File: src/rtl/seg_pkg.sv
// Shared constants for the hex display controller: glyph table, blank pattern
// and the channel-select width helper.
package seg_pkg;

    localparam logic [6:0] SEG_BLANK = 7'h7F;

    // Active-low gfedcba glyphs, entry 15 leftmost so GLYPH_TBL[n] is nibble n.
    localparam logic [15:0][6:0] GLYPH_TBL = {
        7'h0E, 7'h06, 7'h21, 7'h46, 7'h03, 7'h08, 7'h10, 7'h00,
        7'h78, 7'h02, 7'h12, 7'h19, 7'h30, 7'h24, 7'h79, 7'h40
    };

    function automatic int calc_csw(input int nch);
        return (nch <= 1) ? 1 : $clog2(nch);
    endfunction

endpackage

File: src/rtl/seg_disp_mux_hex_to_seg7.sv
// Nibble to active-low seven-segment glyph, with a force-blank override.
module hex_to_seg7
    import seg_pkg::*;
(
    input  logic [3:0] nib_i,
    input  logic       blank_i,
    output logic [6:0] seg_o
);

    assign seg_o = blank_i ? SEG_BLANK : GLYPH_TBL[nib_i];

endmodule

File: src/rtl/seg_disp_mux.sv
// Channel snapshot, hex decode with leading-zero blanking, and registered
// static plus time-multiplexed segment outputs.
module seg_disp_mux
    import seg_pkg::*;
#(
    parameter int BW       = 16,
    parameter int NCH      = 2,
    parameter int DIGITS   = 4,
    parameter int SCAN_DIV = 5000,
    parameter int CSW      = calc_csw(NCH)
) (
    input  logic                  clk,
    input  logic                  rst,
    input  logic [NCH*BW-1:0]     ch_data,
    input  logic [CSW-1:0]        ch_sel,
    input  logic                  hold,
    input  logic                  load,
    input  logic                  lz_en,
    output logic [7*DIGITS-1:0]   seg_static,
    output logic [6:0]            seg_scan,
    output logic [DIGITS-1:0]     an,
    output logic [BW-1:0]         snap
);

    localparam int PW  = DIGITS * 4;
    localparam int PSW = (SCAN_DIV > 1) ? $clog2(SCAN_DIV) : 1;
    localparam int DW  = (DIGITS > 1) ? $clog2(DIGITS) : 1;

    logic [BW-1:0]       snap_q, snap_d, chan_w;
    logic [PW-1:0]       snap_ext;
    logic [DIGITS-1:0]   blank_w;
    logic [7*DIGITS-1:0] seg_static_q, seg_static_d;
    logic [6:0]          seg_scan_q, seg_scan_d;
    logic [DIGITS-1:0]   an_q, an_d;
    logic [PSW-1:0]      pre_q, pre_d;
    logic [DW-1:0]       dig_q, dig_d;

    // Out-of-range selects fall through to channel 0.
    always_comb begin
        chan_w = ch_data[BW-1:0];
        for (int k = 1; k < NCH; k++) begin
            if (ch_sel == CSW'(k)) chan_w = ch_data[k*BW +: BW];
        end
    end

    assign snap_d = (!hold || load) ? chan_w : snap_q;

    always_comb begin
        snap_ext = '0;
        snap_ext[BW-1:0] = snap_q;
    end

    // Walk down from the MSB digit; digit 0 is never blanked.
    always_comb begin
        logic seen;
        seen    = 1'b0;
        blank_w = '0;
        for (int d = DIGITS - 1; d >= 1; d--) begin
            if (snap_ext[4*d +: 4] != 4'h0) seen = 1'b1;
            blank_w[d] = lz_en && !seen;
        end
    end

    for (genvar d = 0; d < DIGITS; d++) begin : g_dec
        hex_to_seg7 u_dec (
            .nib_i   (snap_ext[4*d +: 4]),
            .blank_i (blank_w[d]),
            .seg_o   (seg_static_d[7*d +: 7])
        );
    end

    always_comb begin
        pre_d = pre_q + PSW'(1);
        dig_d = dig_q;
        if (pre_q == PSW'(SCAN_DIV - 1)) begin
            pre_d = '0;
            dig_d = (dig_q == DW'(DIGITS - 1)) ? '0 : dig_q + DW'(1);
        end
    end

    // Anode and segments both follow dig_q so they always switch together.
    assign an_d       = ~(DIGITS'(1) << dig_q);
    assign seg_scan_d = seg_static_q[7*dig_q +: 7];

    always_ff @(posedge clk or posedge rst) begin
        if (rst) begin
            snap_q       <= '0;
            seg_static_q <= '1;
            seg_scan_q   <= SEG_BLANK;
            an_q         <= '1;
            pre_q        <= '0;
            dig_q        <= '0;
        end else begin
            snap_q       <= snap_d;
            seg_static_q <= seg_static_d;
            seg_scan_q   <= seg_scan_d;
            an_q         <= an_d;
            pre_q        <= pre_d;
            dig_q        <= dig_d;
        end
    end

    assign snap       = snap_q;
    assign seg_static = seg_static_q;
    assign seg_scan   = seg_scan_q;
    assign an         = an_q;

endmodule

File: config.mk
export PLATFORM = sky130hd
export DESIGN_NAME = seg_disp_mux
export DESIGN_NICKNAME = d
export VERILOG_FILES = /design/src/rtl/seg_pkg.sv /design/src/rtl/seg_disp_mux_hex_to_seg7.sv /design/src/rtl/seg_disp_mux.sv
export SDC_FILE = /design/constraint.sdc
export NUM_CORES = 1
export LEC_CHECK = 0
export BUFFER_PORTS_ARGS = -buffer_cell sky130_fd_sc_hd__buf_4
export CORE_MARGIN = 4
export CORE_UTILIZATION = 45
export DETAILED_ROUTE_END_ITERATION = 8
export GPL_ROUTABILITY_DRIVEN = 1
export GPL_TIMING_DRIVEN = 0
export PLACE_DENSITY = 0.72
export SYNTH_ARGS = -nofsm -noshare
export SYNTH_HDL_FRONTEND = slang
export SYNTH_SLANG_ARGS = --single-unit
File: constraint.sdc
create_clock -name clk -period 2.8 [get_ports clk]
set_input_delay 0.14 -clock clk [delete_from_list [all_inputs] [get_ports clk]]
set_output_delay 0.14 -clock clk [all_outputs]
set_load 0.01 [all_outputs]
# Word-level counts from Yosys, hierarchy flattened
# Memories as Yosys holds them, arrays and structs flattened. A register that Yosys moved wholly into a read port is not among the register bits.
# Index checks and enable logic that the tools add are counted.
[word_totals]
reg_bits = 70
rom_bits = 448
wordCells = 46
out_inout_bits = 55
mem_count = 4
[op_classes]
order_cmp = 4
n_shift = 2
n_reduce_logical = 11
eq_ne = 2
addsub = 2
n_mux = 13
bitwise = 1
multipliers = 1
[mem_list]
columns = ["name", "depth", "word_bits", "rd", "rd_ports_with_merged_regs", "wr", "line", "source"]
rows = [
  ["(no name shown)", 16, 7, 1, 0, 0, "seg_disp_mux_hex_to_seg7.sv:10", "assign seg_o = blank_i ? SEG_BLANK : GLYPH_TBL[nib_i];"],
  ["(no name shown)", 16, 7, 1, 0, 0, "seg_disp_mux_hex_to_seg7.sv:10", ""],
  ["(no name shown)", 16, 7, 1, 1, 0, "seg_disp_mux_hex_to_seg7.sv:10", ""],
  ["(no name shown)", 16, 7, 1, 0, 0, "seg_disp_mux_hex_to_seg7.sv:10", ""],
]
[op_table]
columns = ["op", "n"]
rows = [
  ["7-bit 2-to-1 mux", 7],
  ["28-bit by 6-bit variable part select with 7-bit output", 1],
  ["4-bit by 5-bit less-than comparator with 1-bit output (second input constant)", 4],
  ["16-bit 2-to-1 mux", 1],
  ["13-bit by 1-bit adder with 13-bit output (second input constant)", 1],
  ["13-bit equality test (second input constant)", 1],
  ["13-bit 2-to-1 mux", 1],
  ["4-bit nonzero test", 3],
  ["3-bit by 2-bit multiplier with 5-bit output (first input constant)", 1],
  ["1-bit logical NOT", 4],
  ["4-bit NOT", 1],
  ["1-bit by 2-bit left shift with 4-bit output (first input constant)", 1],
  ["1-bit logical AND", 3],
  ["1-bit 2-to-1 mux", 3],
  ["2-bit by 1-bit adder with 2-bit output (second input constant)", 1],
  ["2-bit equality test (second input constant)", 1],
  ["2-bit 2-to-1 mux", 1],
  ["1-bit logical OR", 1],
]

# Longest topological paths before layout
# Gate-level depths: netlist of the first run.
[depth]
word_depth = 7
mapped_depth = 6

# Hierarchy
# A second synthesis of the first run with hierarchy kept.
[unflattened]
cells_unflattened = 337
area_unflattened_um2 = 3920.0
[by_module_without_submodules]
columns = ["mod", "n_inst", "seq_area_each_um2", "cells_each", "area_per_inst_um2"]
rows = [
  ["seg_disp_mux", 1, 1800.5, 197, 2723.9],
  ["hex_to_seg7", 4, 0.0, 35, 299.0],
]

# Worst setup path before layout of the first run
# Ideal clock, no wire load.
[synth_path]
path_type = "register to register"
start = "register snap_q[12], in the netlist snap[12]"
end = "register seg_static_q[8], in the netlist seg_static[8]"
path_stages_with_launch = 7
n_path_buf = 1
arrival_time_ns = 1.534
setup_time_ns = 0.111
slack_ns = 1.155
path_cell_list = "dfrtp_1 inv_1 ha_1 nor4bb_1 buf_2 nand4_1 o311ai_0"
[synth_via]
elab_chain_cells = 7
[synth_rtl]
columns = ["element", "line", "source"]
rows = [
  ["from (decl)", "seg_disp_mux.sv:29", "logic [BW-1:0] snap_q, snap_d, chan_w;"],
  ["from (signal assigned)", "seg_disp_mux.sv:94", "snap_q <= snap_d;"],
  ["4-bit nonzero test", "seg_disp_mux.sv:59", "if (snap_ext[4*d +: 4] != 4'h0) seen = 1'b1;"],
  ["1-bit 2-to-1 mux (3 in a row)", "seg_disp_mux.sv:59", ""],
  ["1-bit logical NOT", "seg_disp_mux.sv:60", "blank_w[d] = lz_en && !seen;"],
  ["1-bit logical AND", "seg_disp_mux.sv:60", ""],
  ["7-bit 2-to-1 mux", "seg_disp_mux_hex_to_seg7.sv:10", ""],
  ["via g_dec[1].u_dec.seg_o[1]", "seg_disp_mux_hex_to_seg7.sv:7", "output logic [6:0] seg_o"],
  ["to (signal assigned)", "seg_disp_mux.sv:95", "seg_static_q <= seg_static_d;"],
  ["to (decl)", "seg_disp_mux.sv:32", "logic [7*DIGITS-1:0] seg_static_q, seg_static_d;"],
]
# The timed path passes the listed nets, and every way through them passes these cells.
# A chain may end at the register's enable or synchronous reset.

# Worst setup path in the final report of the first run
# Ends and elaborated chain as after synthesis.

==> results of run 1 <==
worst paths after layout:
kind,from,end,cells past startpoint
min in group asynchronous,rst,dig_q[1]$_DFFE_PP0N_,3
worst max-delay path,snap[12]$_DFFE_PP0P_,seg_static[8]$_DFF_PP1_,6
worst min-delay path,ch_data[0],snap[0]$_DFFE_PP0P_,3
worst min register to register,pre_q[0]$_DFF_PP0_,pre_q[0]$_DFF_PP0_,1
worst max register to register,snap[12]$_DFFE_PP0P_,seg_static[8]$_DFF_PP1_,6
max in group asynchronous,rst,seg_static[27]$_DFF_PP1_,4
cells by family (layout without fill, tap and decap cells):
logic type	after synthesis	after routing
AO/OA/AOI/OAI	73	73
adder cells (fa/ha/maj)	29	29
AND/OR/NAND/NOR	80	80
XOR/XNOR	7	7
flip-flops	70	70
multiplexers	40	40
buffers and inverters	45	154
cell usage in the layout (no fill, tap or decap), types with 3 or more instances in the layout:
cell and count:
clkbuf_8 9, nand2_1 30, buf_2 7, o211ai_1 5, nand3_1 7, dfstp_2 39, o21ai_0 32, mux4_2 9
nor4bb_1 3, mux2_2 7, a21oi_1 11, mux2i_1 24, nor2b_1 4, ha_1 29, nand2b_1 5, xor2_1 6
inv_1 26, clkbuf_1 10, o221ai_1 4, nor2_1 12, buf_4 92, o22ai_1 4, and2_1 4, clkinv_2 3
dfrtp_1 31, nand4_1 3
synthesized netlist by cell type, types with 6 or more instances:
cell type and n:
dfstp_2 39, a21oi_1 11, ha_1 29, buf_2 7, mux2_2 7, inv_1 27, dfrtp_1 31, nor2_1 12
mux2i_1 24, o21ai_0 32, xor2_1 6, nand3_1 7, mux4_2 9, nand2_1 30, clkbuf_1 9
layout make-up:
type	count	area, um^2	share of cell area (%)
Multi-Input combinational cell	229	1820	37.9
Inverter	27	101	2.10
Tap cell	105	131	2.73
Buffer	18	80.1	1.66
Clock inverter	6	38.8	0.805
Clock buffer	10	128	2.65
Sequential cell	70	1800	37.4
Timing Repair Buffer	93	713	14.8
registers in the layout (all words and copies together) (netlist names):
name        cells
an              4
dig_q           2
pre_q          13
seg_scan        7
seg_static     28
snap           16
critical path, delay by kind of cell, from the launching register on:
| family | cells | cell delay [ns] |
|---|---|---|
| AO/OA/AOI/OAI | 1 | 0.21 |
| adder cells (fa/ha/maj) | 1 | 0.28 |
| buffers and inverters | 2 | 0.39 |
| flip-flops | 1 | 0.49 |
| AND/OR/NAND/NOR | 2 | 0.48 |
what timing repair did:
item | CTS | global route
hold buffers | 1 | 0
gates resized for setup | 0 | 0
hold endpoints to repair | 10 | 0
metal layers:
metal | GRT usage [%] | part of all wire [%]
met5 | 0 | 0
met4 | 4.94 | 0.53
met3 | 3.75 | 6.0
met2 | 29.9 | 50
met1 | 23.9 | 44
through the flow:
| step | hold slack, ns | utilization [%] | instance area [um^2] | power [mW] | instances |
|---|---|---|---|---|---|
| after floorplan | 0.303 | - | 3800 | 1.64 | 344 |
| after global routing | 0.0977 | 58.6 | 4820 | 2.79 | 558 |
| after detailed placement | 0.318 | 56.5 | 4640 | 1.97 | 541 |
| after CTS | 0.0726 | 58.6 | 4820 | 2.68 | 558 |
| after global placement | 0.428 | 56.2 | 4620 | 1.95 | 540 |
| final | 0.0869 | 58.6 | 4820 | 2.64 | 558 |
power groups by stage:
stage | Sequential, mW | Clock, mW | Combinational, mW
floorplan | 1.34 | 0 | 0.300
global placement | 1.31 | 0 | 0.639
detailed placement | 1.32 | 0 | 0.656
CTS | 1.30 | 0.722 | 0.659
global route | 1.31 | 0.763 | 0.715
finish | 1.30 | 0.697 | 0.651
==> impl_results.md, run 1 <==
- I/O pin cnt: 93
- PnR worst setup slack: 0.834 ns
- Status: finished, final reports clean
- Number of global-route vias before repair: 2930
- Sequential share of power: 49.0%
- Max Clk Rate: 509 MHz
- Setup Crit Path Kind: reg2reg
- CTS tree: done
- Hold Violations, Final: 0
- Clk Latency, worst-skew pair: 0.33 ns
- Synth area leader: dfstp_2
- Sw Share: 30.2%
- FF+latch count, synth: 70
- Die area: 0.00999 mm^2
- Hold Crit Class: in2reg
- Port bufs: 91
- Synth Area in Compound Gates: 11.8%
- P_sw: 799 uW
- Routability-driven placement congestion ratio: 0.843
- Final setup fails: 0
- Starting Density: 46.3%
- Largest family of logic cells by synthesized area: multiplexers
- Avg Inst Size Synth: 11.1 um^2
- Crit end category: flop
- Post-synth top area share: 26.9%
- Fin. max-slew vios: 0
- Combinational share of power: 24.6%
- GRT overflow: 0
- Worst-path cell with the longest stage delay: dfrtp_1
- Number of CTS-inserted buffers: 9
- WL/cell: 15.6 um
- DIE WIDTH: 100 um
- DRC viols: 0
- Slew @ Worst Pin: 0.755 ns
- Clock buffer depth: 2
- First-pass GRT wire length: 14.2 mm
- Setup tns final: 0 ns
- Layout cells sized above 1: 39.3%
- GRT Total Usage: 18.0%
- Final #Nets: 515
- CP max FO: 9
- Crit share post-route: 70.2%
- Initial antenna violation count: 0
- Tmin final: 1.97 ns
- Synth Flop Type: dfstp_2
- Critical Path Source Type: flop
- Post-DR vias/cell: 5.20
- Seq/Total Area, Yosys: 47.3%
- Worst vdd ir: 0.249 mV
- Xor and xnor fraction of the mapped netlist area: 1.61%
- Cells along the critical path: inv_1, ha_1, nor4bb_1, buf_2, nand4_1, o311ai_0
- Post-route ant nets: 0
- Slew margin rel.: 49.6%
- Crit path required time: 3.02 ns
- Largest net degree at the start of global routing: 37
- Initial DRC count: 123
- Area of the mapped netlist: 0.00380 mm^2
- Power per cell area: 549 mW/mm^2
- Worst-path clk slew: 0.07 ns
- DP Wirelength: 6.89 mm
- CTS sink cnt: 70
- RSZ-0062 raised after global routing: no
- Site Rows: 33
- Post-CTS Setup Inserts: 0
- Final Routed Wirelength: 8.71 mm
- Place WS: 0.880 ns
- Core footprint: 0.00822 mm^2
- Root Buffer: clkbuf_8
- Final Skew: 0.00319 ns
- H-tree levels: 3
- Synth-to-layout area growth: 26.6%
- DRT Pass-1 Iters: 5
- Syn Nets: 411
- Ys async rst share: 100%
- Area contributors post-synth: dfstp_2 27%, dfrtp_1 20%, ha_1 9.5%, mux2i_1 6.3%, mux4_2 5.3%
- Reg2reg setup slack: 0.83 ns
- Critical Path Max Stage Delay: 0.49 ns
- Mapped Cells: 344
- Die Ht: 100 um
- Max-cap violations: 0
- Post-synth EDFFs: 0
- DR vias: 2901
- FILL cells: 738
- Pleak: 2.24 nW
- Unique masters post-synth: 49
- Post-Synth Adder-Cell Area: 9.54%
- Post-synthesis mux area share: 13.7%
- Yosys warns: 0
- Ant diodes: 0
- Int Power: 1.85 mW
- Post-Synth Simple-Gate Area: 11.2%
- WP data arrival: 2.18 ns
- Clock share of power: 26.4%
No activity file was read; power rests on OpenSTA's default activity.
==> inputs of run 2 (changes only) <==
--- a/config.mk
+++ b/config.mk
@@ -5,6 +5,7 @@
 export SDC_FILE = /design/constraint.sdc
 export NUM_CORES = 1
 export LEC_CHECK = 0
+export ABC_AREA = 1
 export BUFFER_PORTS_ARGS = -buffer_cell sky130_fd_sc_hd__buf_4
 export CORE_MARGIN = 4
 export CORE_UTILIZATION = 45
==> constraint.sdc (replaced) <==
create_clock -name clk -period 1.9 [get_ports clk]
set_input_delay 0.095 -clock clk [delete_from_list [all_inputs] [get_ports clk]]
set_output_delay 0.095 -clock clk [all_outputs]
set_load 0.01 [all_outputs]
==> run 2 against run 1 <==
Compared with the run above:
- combinational power is 45% higher
- critical path depth stayed put
- non-clock buffer count is 10 higher
- clock-buffer cell count stayed put
- clock skew is 0.0068 ns higher
==> impl_results.md, run 2 <==
- Synth Flop Type: dfstp_2
- Pleak: 2.56 nW
- Post-CTS Setup Inserts: 0
- WL/cell: 13.7 um
- DRC viols: 0
- Final #Nets: 646
- I/O pin cnt: 93
- Hold Crit Depth: 3
- FILL cells: 725
- Yosys warns: 0
- FF+latch count, synth: 70
- Crit end category: flop
- Max-cap violations: 0
- Design Area, Final: 0.00509 mm^2
- Largest register FFs: 28
- Place WS: 0.259 ns
- Layout cells sized above 1: 29.8%
- Post-Place Cell Area: 0.00472 mm^2
- Number of global-route vias before repair: 3308
- Initial antenna violation count: 0
- Hold_sp: ch_data[12]
- First-pass GRT wire length: 15.7 mm
- Most frequent cells in the layout: 94 x nand2_1, 93 x buf_4, 58 x inv_1
- Slew @ Worst Pin: 0.626 ns
- Hold Crit Class: in2reg
- Post-synth EDFFs: 0
- Starting Density: 46.7%
- Max Clk Rate: 599 MHz
- Die area: 0.0102 mm^2
- Final core utilization: 61.3%
- Post-DR vias/cell: 5.00
- Placed cells: 658
- Syn Nets: 527
- Worst R2R Start: snap[13]$_DFFE_PP0P_
- Area contributors post-synth: dfstp_2 26%, dfrtp_1 20%, ha_1 9.4%, nand2_1 9.1%, inv_1 5.7%
- Mapped Cells: 460
- R2R depth: 6
- RSZ-0062 raised after global routing: no
- DRT Pass-1 Iters: 5
- Hold Slack: 0.00628 ns
- Routed wl met3: 639 um
- Cell Count, Final, Fillers Out: 689
- Die Ht: 101 um
- H-tree levels: 3
- Top layer in use: met4
- WP data arrival: 1.93 ns
- Clk Latency, worst-skew pair: 0.35 ns
- GRT overflow: 0
- Ys async rst share: 100%
- Met2 Wirelength: 4.57 mm
- Setup Crit Path Kind: reg2reg
- Cells along the critical path: inv_1, ha_1, nand3_1, nor2_1, nand2_1, o221ai_1
- Critical Path Source Type: flop
- Commonest non-fill, non-tap cell in the layout: nand2_1
- RR Endpoint: seg_static[16]$_DFF_PP1_
- Number of CTS-inserted buffers: 9
- Area of the mapped netlist: 0.00388 mm^2
- Status: finished, final reports clean
- Setup tns final: 0 ns
- Crit share post-route: 87.9%
- Fin. max-slew vios: 0
- Avg Inst Size Synth: 8.43 um^2
- Final Skew: 0.00995 ns
- Most numerous cell in the Yosys netlist: nand2_1
- GRT Total Usage: 19.5%
- PnR worst setup slack: 0.231 ns
- Seq/Total Area, Yosys: 46.4%
- Port bufs: 92
- Worst-path clk slew: 0.07 ns
- Critical Path Max Stage Delay: 0.43 ns
- Wl on met1: 4.06 mm
- Core footprint: 0.00830 mm^2
- Ant diodes: 0
- Tmin final: 1.67 ns
- Worst-path cell with the longest stage delay: dfrtp_1
- DR vias: 3446
- DP Wirelength: 7.29 mm
- Post-synth top area share: 26.4%
- Crit path required time: 2.16 ns
- Post-CTS sizing: 0
- Initial DRC count: 159
- Slew margin rel.: 58.2%
- Site Rows: 33
- Routability-driven placement congestion ratio: 0.826
- Worst vdd ir: 0.373 mV
- Synth area leader: dfstp_2
- Reg2reg setup slack: 0.23 ns
- Number of hold buffers added after CTS: 15
- Post-route ant nets: 0
- Root Buffer: clkbuf_8
- DIE WIDTH: 101 um
- Final setup fails: 0
- Largest net degree at the start of global routing: 42
- Hold path endpoint: snap[12]$_DFFE_PP0P_
- Final Routed Wirelength: 9.44 mm
- Final Power: 4.19 mW
- Synth-to-layout area growth: 31.3%
- Power per cell area: 823 mW/mm^2
- Clock buffer depth: 2
- CTS sink cnt: 70
- CTS tree: done
- Hold Violations, Final: 0
- Unique masters post-synth: 33
- Top post-synthesis cells by count: 94 x nand2_1, 59 x inv_1, 44 x o21ai_0, 43 x nor2_1, 39 x dfstp_2
- CP max FO: 7
==> run 2: cell count changes in the layout (fill, tap and decap cells not counted), moves of 12 or more <==
cell           change
nand2_1           +64
inv_1             +32
nor2_1            +31
nand3_1           +25
mux2i_1           -24
o211ai_1          +21
dlygate4sd3_1     +14
o21ai_0           +12
==> run 2: cell families after synthesis <==
kind of cell             share of synthesized area [%]
AND/OR/NAND/NOR                                   21.1
buffers and inverters                             8.13
XOR/XNOR                                         0.452
AO/OA/AOI/OAI                                     14.5
flip-flops                                        46.4
adder cells (fa/ha/maj)                           9.36
==> run 2: layout make-up <==
type                    count  area, um^2  area share (%)
well taps                 105         131            2.58
multi-input cells         313        1760            34.6
flip-flops and latches     70        1800            35.4
clock buffers              10         138            2.70
clock inverters             6        83.8            1.65
plain buffers              13        72.6            1.43
repair buffers            108         861            16.9
inverters                  64         243            4.77
==> run 2: routing by layer <==
metal,vias to the layer above,track usage [%]
met2,125,32.3
met4,0,5.91
met3,16,5.12
li1,1752,-
met5,-,0
met1,1553,25.0
==> run 2: how the worst max path moves through the flow <==
stage,from,endpoint,slack [ns],cells past startpoint
global route,snap[13]$_DFFE_PP0P_,seg_static[16]$_DFF_PP1_,0.07,6
finish,snap[13]$_DFFE_PP0P_,seg_static[16]$_DFF_PP1_,0.23,6
floorplan,rst,dig_q[0]$_DFFE_PP0N_,0.10,1
detailed placement,snap[12]$_DFFE_PP0P_,seg_static[16]$_DFF_PP1_,0.26,6
CTS,snap[12]$_DFFE_PP0P_,seg_static[16]$_DFF_PP1_,0.23,6
global placement,rst,snap[10]$_DFFE_PP0P_,-0.62,2
==> run 2: power breakdown <==
part | switching (mW) | internal [mW] | total, mW
combinational | 0.493 | 0.448 | 0.942
sequential | 0.160 | 1.76 | 1.91
clock | 0.563 | 0.770 | 1.33
total | 1.22 | 2.97 | 4.19
==> run 2: worst max-delay path: cells and delay by family (launching register included) <==
family,cells,cell delay (ns)
fa+ha+maj,1,0.29
buf+inv,1,0.18
compound gates,1,0.14
simple gates,3,0.55
flops,1,0.43
==> inputs of run 3 (changes only) <==
--- a/config.mk
+++ b/config.mk
@@ -6,9 +6,10 @@
 export NUM_CORES = 1
 export LEC_CHECK = 0
 export ABC_AREA = 1
-export BUFFER_PORTS_ARGS = -buffer_cell sky130_fd_sc_hd__buf_4
+export BUFFER_PORTS_ARGS = -buffer_cell sky130_fd_sc_hd__clkbuf_2
 export CORE_MARGIN = 4
 export CORE_UTILIZATION = 45
+export CTS_BUF_LIST = sky130_fd_sc_hd__clkbuf_16
 export DETAILED_ROUTE_END_ITERATION = 8
 export GPL_ROUTABILITY_DRIVEN = 1
 export GPL_TIMING_DRIVEN = 0
==> run 3 against run 2 <==
Compared with the run above:
- sequential share of layout area is 2.1 points higher
- maximum frequency is 2.6% lower
- routed wire length is 1.8% lower
- power is 5.9% higher
- hold slack hardly changed
- clock power is 30% higher
- clock-buffer cell count is 1 lower
- die area stayed put
- global-route usage is 0.35 points lower
- first-iteration DRC count is 14% lower
- critical path depth stayed put
- critical endpoint unchanged
- largest power group unchanged
==> impl_results.md, run 3 (synthesis gave the netlist of run 2 again) <==
- Status: finished, final reports clean
- Slew @ Worst Pin: 0.483 ns
- Largest delay share family, worst path: simple AND/OR/NAND/NOR gates
- WL/cell: 13.7 um
- Die Ht: 101 um
- DR vias: 3416
- Number of CTS-inserted buffers: 9
- Crit end category: flop
- Final #Nets: 632
- CP max FO: 7
- Post-route ant nets: 0
- Design Area, Final: 0.00481 mm^2
- Pleak: 2.48 nW
- Worst vdd ir: 0.407 mV
- Die area: 0.0102 mm^2
- Largest net degree at the start of global routing: 49
- CTS sink cnt: 70
- GRT Total Usage: 19.2%
- Routability-driven placement congestion ratio: 0.837
- Hold Crit Depth: 3
- Worst-path clk slew: 0.06 ns
- Commonest non-fill, non-tap cell in the layout: nand2_1
- Cells along the critical path: inv_1, ha_1, nand3_1, nor2_1, nand2_1, o221ai_1
- H-tree levels: 3
- Final setup fails: 0
- RSZ-0062 raised after global routing: no
- Initial DRC count: 136
- Number of hold buffers added after CTS: 1
- Tmin final: 1.71 ns
- CTS tree: done
- WP buf/inv: 1
- Hold Crit Class: in2reg
- Clock buffer depth: 2
- Post-CTS sizing: 0
- Final Power: 4.44 mW
- Stages on worst setup path: 6
- Crit share post-route: 90.2%
- DRT Pass-1 Iters: 5
- Number of global-route vias before repair: 3294
- Fin. max-slew vios: 0
- Worst R2R Start: snap[13]$_DFFE_PP0P_
- DRC viols: 0
- Post-DR vias/cell: 5.06
- Final Skew: 0.00621 ns
- Critical Path Max Stage Delay: 0.43 ns
- Power per cell area: 923 mW/mm^2
- GRT overflow: 0
- Hold Slack: 0.00648 ns
- Setup Crit Path Kind: reg2reg
- DP Wirelength: 7.15 mm
- CP startpoint: snap[13]$_DFFE_PP0P_
- Crit path required time: 2.13 ns
- Hold Violations, Final: 0
- First-pass GRT wire length: 15.3 mm
- DIE WIDTH: 101 um
- Critical Path Source Type: flop
- Most frequent cells in the layout: 94 x nand2_1, 92 x clkbuf_2, 59 x inv_1
- WP data arrival: 1.95 ns
- Worst-path cell with the longest stage delay: dfrtp_1
- Largest register FFs: 28
- Post-Place Cell Area: 0.00449 mm^2
- Initial antenna violation count: 0
- Site Rows: 33
- Max-cap violations: 0
- Slew margin rel.: 67.8%
- Layout cells sized above 1: 30.0%
- Ant diodes: 0
- Core footprint: 0.00830 mm^2
- Clk Latency, worst-skew pair: 0.33 ns
- Final Routed Wirelength: 9.27 mm
- Post-CTS Setup Inserts: 0
- Hold_sp: ch_data[11]
- Port bufs: 92
- Root Buffer: clkbuf_16
- Max Clk Rate: 584 MHz
- Synth-to-layout area growth: 23.9%
- I/O pin cnt: 93
- Starting Density: 46.7%
- R2R depth: 6
run 3: worst paths after layout:
path | end | slack [ns]
setup / recovery | seg_static[16]$_DFF_PP1_ | 0.19
hold / removal | snap[11]$_DFFE_PP0P_ | 0.006
setup reg to reg | seg_static[16]$_DFF_PP1_ | 0.19
hold reg to reg | seg_scan[5]$_DFF_PP1_ | 0.55
max in group asynchronous | seg_static[16]$_DFF_PP1_ | 0.92
min in group asynchronous | dig_q[0]$_DFFE_PP0N_ | 0.33
run 3: metal layers:
layer	up-vias	track usage, %	part of all wire (%)
li1	1738	-	-
met1	1543	24.6	44
met2	119	31.4	47
met3	16	4.22	6.8
met4	0	7.67	1.8
met5	-	0	0
run 3: report_power, final:
group	total, mW	switching (mW)	leakage, nW	internal (mW)
clock network	1.73	0.597	0.155	1.13
registers	1.91	0.155	0.790	1.76
logic	0.800	0.482	1.54	0.318
run 3: per-stage QoR:
step	std cells	util, %	worst slack [ns]	TNS, ns
after global routing	675	57.9	0.102	0
after detailed placement	658	54.1	0.213	0
after CTS	675	57.9	0.199	0
after floorplan	460	-	0.101	0
after global placement	657	53.9	-0.589	-18.16
final	675	57.9	0.187	0
run 3: worst register-to-register path: cells and delay by family, from the launching register on:
family / cells / cell delay, ns
adder cells (fa/ha/maj): 1 / 0.31
AO/OA/AOI/OAI: 1 / 0.14
buffers and inverters: 1 / 0.20
flip-flops: 1 / 0.43
AND/OR/NAND/NOR: 3 / 0.55
run 3: final cells by class:
type | instances | area, um^2
tap | 105 | 131
timing repair buffer | 94 | 490
buffer | 13 | 72.6
fill | 746 | 3490
inverter | 64 | 243
sequential | 70 | 1800
clock buffer | 9 | 225
clock inverter | 7 | 81.3
multi-input combinational | 313 | 1760
